`src/rtl/clkgate_seq_ctrl.sv`:
```
// Clock-branch enable sequencer: wakes a shared gated branch on demand and gates it off after idling.
// Optional cycle-count statistics output ON_CNT is built when CLKGATE_SEQ_STATS_EN is defined.
module clkgate_seq_ctrl #(
  parameter int NREQ     = 4,
  parameter int WAKE_CYC = 4,
  parameter int IDLE_CYC = 8
) (
  input  logic            CLK,
  input  logic            RN,
  input  logic [NREQ-1:0] REQ,
  output logic [NREQ-1:0] ACK,
  output logic            EN,
  output logic            BUSY
`ifdef CLKGATE_SEQ_STATS_EN
  ,
  output logic [15:0]     ON_CNT
`endif
);

  typedef enum logic [1:0] {
    OFF  = 2'b00,
    WAKE = 2'b01,
    ON   = 2'b10,
    HOLD = 2'b11
  } stateT;

  stateT           state, nextState;
  logic [7:0]      cnt, nextCnt;
  logic [NREQ-1:0] ackReg, nextAck;
  logic            enReg, nextEn;

  // State, shared counter, grant and enable are all registered so no REQ path reaches an output.
  always_ff @(posedge CLK or negedge RN) begin
    if (!RN) begin
      state  <= OFF;
      cnt    <= 8'd0;
      ackReg <= '0;
      enReg  <= 1'b0;
    end else begin
      state  <= nextState;
      cnt    <= nextCnt;
      ackReg <= nextAck;
      enReg  <= nextEn;
    end
  end

  // Next-state decode; a wake always runs to completion, and HOLD returns to ON without re-waking.
  always_comb begin
    nextState = state;
    nextCnt   = cnt;
    nextAck   = '0;
    nextEn    = enReg;
    case (state)
      OFF: begin
        nextEn = 1'b0;
        if (|REQ) begin
          nextState = WAKE;
          nextEn    = 1'b1;
          nextCnt   = 8'(WAKE_CYC - 1);
        end
      end
      WAKE: begin
        nextEn = 1'b1;
        if (cnt != 8'd0) begin
          nextCnt = cnt - 8'd1;
        end else begin
          nextState = ON;
          nextAck   = REQ;
        end
      end
      ON: begin
        nextEn  = 1'b1;
        nextAck = REQ;
        if (REQ == '0) begin
          if (IDLE_CYC == 0) begin
            nextState = OFF;
            nextEn    = 1'b0;
          end else begin
            nextState = HOLD;
            nextCnt   = 8'(IDLE_CYC - 1);
          end
        end
      end
      HOLD: begin
        nextEn = 1'b1;
        if (|REQ) begin
          nextState = ON;
          nextAck   = REQ;
        end else if (cnt == 8'd0) begin
          nextState = OFF;
          nextEn    = 1'b0;
        end else begin
          nextCnt = cnt - 8'd1;
        end
      end
      default: begin
        nextState = OFF;
        nextEn    = 1'b0;
      end
    endcase
  end

  assign ACK  = ackReg;
  assign EN   = enReg;
  assign BUSY = (state != OFF);

`ifdef CLKGATE_SEQ_STATS_EN
  logic [15:0] onCnt;

  // Counts edges at which the branch was enabled, sticking at full scale.
  always_ff @(posedge CLK or negedge RN) begin
    if (!RN) begin
      onCnt <= 16'd0;
    end else if (enReg && (onCnt != 16'hFFFF)) begin
      onCnt <= onCnt + 16'd1;
    end
  end

  assign ON_CNT = onCnt;
`endif

endmodule
```
`config.mk`:
```
export PLATFORM = sky130hd
export DESIGN_NAME = clkgate_seq_ctrl
export DESIGN_NICKNAME = d
export VERILOG_FILES = /design/src/rtl/clkgate_seq_ctrl.sv
export SDC_FILE = /design/constraint.sdc
export NUM_CORES = 1
export LEC_CHECK = 0
export CORE_AREA = 3 3 49 51
export DETAILED_ROUTE_END_ITERATION = 10
export DIE_AREA = 0 0 52 54
export PLACE_DENSITY = 0.7
export SKIP_CTS_REPAIR_TIMING = 1
export SLEW_MARGIN = 20
export SYNTH_ARGS = -nofsm -noshare
export SYNTH_HDL_FRONTEND = slang
export SYNTH_SLANG_ARGS = --single-unit
```
`constraint.sdc`:
```
create_clock -name CLK -period 1.95 [get_ports CLK]
set_input_delay 0.195 -clock CLK [delete_from_list [all_inputs] [get_ports CLK]]
set_output_delay 0.195 -clock CLK [all_outputs]
set_load 0.05 [all_outputs]
```
# Word-level counts from Yosys, hierarchy flattened
# Index checks and enable logic that the tools add are counted.
[totals]
ff_bits = 15
inputBits = 6
output_inout_bits = 6
[op_classes]
add_sub_neg = 1
n_eq_ne = 10
muxes = 19
n_reduce_logical = 9
[ops]
columns = ["op", "count"]
rows = [
  ["8-bit 2-to-1 mux", 5],
  ["8-bit one-hot mux with 4 select lines", 1],
  ["2-bit inequality test (second input constant)", 6],
  ["4-bit one-hot mux with 3 select lines", 1],
  ["2-bit 2-to-1 mux", 5],
  ["8-bit logical NOT", 1],
  ["4-bit 2-to-1 mux", 2],
  ["2-bit one-hot mux with 4 select lines", 1],
  ["8-bit nonzero test", 1],
  ["8-bit by 1-bit subtractor with 8-bit output (second input constant)", 1],
  ["5-bit AND reduction", 1],
  ["2-bit equality test (second input constant)", 2],
  ["4-bit logical NOT", 1],
  ["4-bit AND reduction", 1],
  ["4-bit OR reduction", 1],
  ["1-bit 2-to-1 mux", 3],
  ["3-bit inequality test (second input constant)", 1],
  ["1-bit one-hot mux with 3 select lines", 1],
  ["2-bit by 1-bit equality test with 1-bit output (second input constant)", 1],
  ["2-bit logical NOT", 1],
  ["2-bit nonzero test", 1],
  ["2-bit OR reduction", 1],
]

# Longest topological paths before layout
[logic_depth]
depth_word = 4
ltp_mapped = 6

# Least setup slack after synthesis
# OpenSTA, ideal clock, no wires.
[synth_timing]
path_type = "reg2reg"
from = "register cnt[0]"
to = "register cnt[0]"
t_arrival_ns = 1.845
required_ns = 1.822
path_slack_ns = -0.023
path_stages_with_launch = 7
n_path_buf = 0
path_cell_list = "dfrtp_1 inv_1 ha_1 nor3b_2 a31oi_1 o21ai_1 mux2_1"
[synth_between]
elab_chain_cells = 4
word_cells_on_any_way = 10
[synth_rtl]
columns = ["element", "line_no", "rtl"]
rows = [
  ["from (decl)", "28", "logic [7:0] cnt, nextCnt;"],
  ["from (signal assigned)", "41", "cnt <= nextCnt;"],
  ["8-bit by 1-bit subtractor with 8-bit output", "65, 93", ""],
  ["8-bit 2-to-1 mux", "89", "end else if (cnt == 8'd0) begin"],
  ["8-bit 2-to-1 mux", "86", "if (|REQ) begin"],
  ["8-bit one-hot mux with 4 select lines", "53", "case (state)"],
]
# Several ways; a longest one is shown, not always the timed one. The select of a mux whose other input is x is not followed.
# A chain may end at the register's enable or synchronous reset.

# Final worst setup path
[layout_timing]
from = "input REQ[1]"
to = "register cnt[4]"
[layout_between]
elab_chain_cells = 3
word_cells_on_any_way = 6
[layout_rtl]
columns = ["element", "line_no", "rtl"]
rows = [
  ["from (decl)", "10", "input logic [NREQ-1:0] REQ,"],
  ["4-bit OR reduction / 4-bit logical NOT (equally long branches)", "56, 86, 74", ""],
  ["2-bit inequality test (no line)", "--", ""],
  ["5-bit AND reduction (no line) (*)", "--", ""],
]
# Mark *: on every way between the ends. The rest lies on a longest branch, timed or not.

==> impl_metrics.tcl <==
set metrics [dict create \
    skew_ps 6.79 \
    crit_type "in2reg" \
    viasPerCell 5.55 \
    slowest_stage "or4_4" \
    design.portCount 12 \
    outcome "finished clean" \
    drive_gt1_frac 0.260 \
    vdd_drop_max_mv 1.07 \
    yosysTopAreaCell "dfrtp_1" \
    numCtsBuffers 3 \
    synth_cell_types 35 \
    sw_frac_of_total 0.468 \
    rrSetupSlack_ps 100 \
    gp_congestion 0.806 \
    cp_cell_sequence "clkdlybuf4s50_1 -> or4_4 -> mux2_4 -> or4_1 -> o2bb2ai_2" \
    root_buffer "clkbuf_4" \
    rows 16 \
    fin_crit_ps 1910 \
    leakagePower_nw 0.590 \
    grt_first_pass_wirelength_um 3660 \
    ys_seq_elements 15 \
    antennaDiodeCount 0 \
    port_buffers 11 \
    clockBufferDepth 2 \
    pwr-share-clk 0.087 \
    remaining_drc_errors 0 \
    avgRoutedWirePerCell_um 14.5 \
    pre_cts_slack_ps -306 \
    async_flop_share 1.00 \
    grt_use_total 0.180 \
    area_growth_pct 36.0 \
    hpwl_um 1660 \
    yosys_warnings 0 \
    r2r-start "cnt[1]" \
    critPathMaxStageDelay_ps 580 \
    tightest_slew_ps 695 \
    setup_tns_ps 0 \
    clk_latency_ps 300 \
    wl_um 2240 \
    syn-instance-count 94 \
    p_int_mw 1.16 \
    first_iter_violations 10 \
    start_util 0.474 \
    crit_required_ps 2180 \
    comb_power_share 0.674 \
    die_area_sq_mm 0.00281 \
    cap_viol_max_count 0 \
    hold_path.class "in2async" \
    setup_ws_ps 36.7 \
    ys.flop_type "dfrtp_1" \
    synthDominantCellAreaShare 0.399 \
    reg2reg_depth 7 \
    r2r-end "cnt[6]" \
    die_y_um 54 \
    p_sw_mw 1.02 \
    crit_family "simple AND/OR/NAND/NOR gates" \
    relSlewSlack 0.535 \
    gr-total-overflow 0 \
    setup_viol_count_final 0 \
    clk_pin_slew_ps 100 \
    path_buf_inv 1 \
    htreeDepth 1 \
    grt_pass1_vias 810 \
    final.period_utilization 0.981 \
    synth_area_leaders "dfrtp_1, ha_1, o221ai_1, nor2_1, a21oi_1" \
    antenna_found_initial 0 \
    synth-edff-count 0 \
    cts_num_sinks 15 \
    final-hold-violation-count 0 \
    vias 854 \
    fmax_mhz 523 \
    yosysMostFrequentCell "dfrtp_1" \
    crit_fanout 4 \
    ant_nets 0 \
    cts_tree "done" \
    powerDensity_mw_per_mm2 1700 \
    core_sq_mm 0.00198 \
    grt_max_degree 16 \
    synthTopCellsByCount "dfrtp_1, nor2_1, inv_1" \
    synth_area_per_cell_sq_um 10.0 \
    nFillCells 157 \
    end_kind "flop" \
    drt-pass1-iter-count 4 \
    yosysSeqAreaShare 0.399 \
    cp-start-kind "input port" \
    pwr-share-seq 0.239 \
    layout.nets 140 \
    die_w_um 52 \
    arrival_ps 2150 \
    synth_area_sq_um 940 \
    syn-num-nets 106 \
    slew_violations 0 \
]
==> registers in the layout, indices dropped and copies added (netlist names) <==
register	cells
EN	1
cnt	8
ACK	4
state	2
==> final cells by class <==
type | count | area, sq um | area share
inverter | 8 | 30.0 | 0.0235
clock buffer | 3 | 22.5 | 0.0176
multi-input combinational | 70 | 548 | 0.429
sequential | 15 | 375 | 0.294
timing repair buffer | 30 | 263 | 0.206
tap | 27 | 33.8 | 0.0264
clock inverter | 1 | 5.00 | 0.00392
==> power by group through the flow <==
stage / clock, mW / combinational (mW) / sequential [mW]
floorplan: 0 / 0.773 / 0.689
global placement: 0 / 1.40 / 0.512
detailed placement: 0 / 1.43 / 0.520
CTS: 0.194 / 1.44 / 0.513
global route: 0.208 / 1.59 / 0.540
finish: 0.189 / 1.47 / 0.520
==> per-stage QoR <==
stage	instances	hold WS [ps]	area (sq um)	util	power, mW
2_1_floorplan	94	-101	946	-	1.46
3_3_place_gp	148	563	1220	0.614	1.91
3_5_place_dp	148	584	1220	0.614	1.95
4_1_cts	152	335	1240	0.628	2.15
5_1_grt	154	341	1280	0.645	2.34
6_report	154	306	1280	0.645	2.17
==> logic make-up after synthesis <==
logic type,synth area share
buffers and inverters,0.0439
muxes,0.0599
adders and majority gates,0.0799
and+or+nand+nor,0.174
AOI/OAI and AO/OA,0.242
DFF,0.399
==> worst reg2reg max path, cell delays in order (launching register included) <==
cell	delay, ps
dfrtp_1	390
inv_1	70
ha_1	200
nor3b_4	180
buf_4	150
a21o_2	210
a211o_1	310
o32ai_1	250
==> how the worst max path moves through the flow <==
stage                     slack (ps)  cells after the start   start     end
after floorplan                   50                      6  cnt[0]  cnt[0]
after CTS                          1                      5  REQ[2]  cnt[4]
after detailed placement        -310                      5  REQ[2]  cnt[4]
final                             40                      5  REQ[1]  cnt[4]
after global placement          -260                      5  REQ[2]  cnt[4]
after global routing              -9                      5  REQ[1]  cnt[4]
==> per-layer routing <==
layer	up-vias	wire length [um]	global-route usage
met5	-	0	0
met4	0	45	0.0786
met3	7	72	0.0332
met2	21	1080	0.318
met1	394	1040	0.212
li1	432	-	-
==> cells in the final DEF, fill, tap and decap left out, drive strengths merged, types with 4 or more instances in the layout <==
cell,count
a211oi,4
inv,8
buf,20
ha,6
a21oi,6
nor2,9
and2,4
clkdlybuf4s50,10
o221ai,4
dfrtp,15
(Power assumes the default switching activity.)
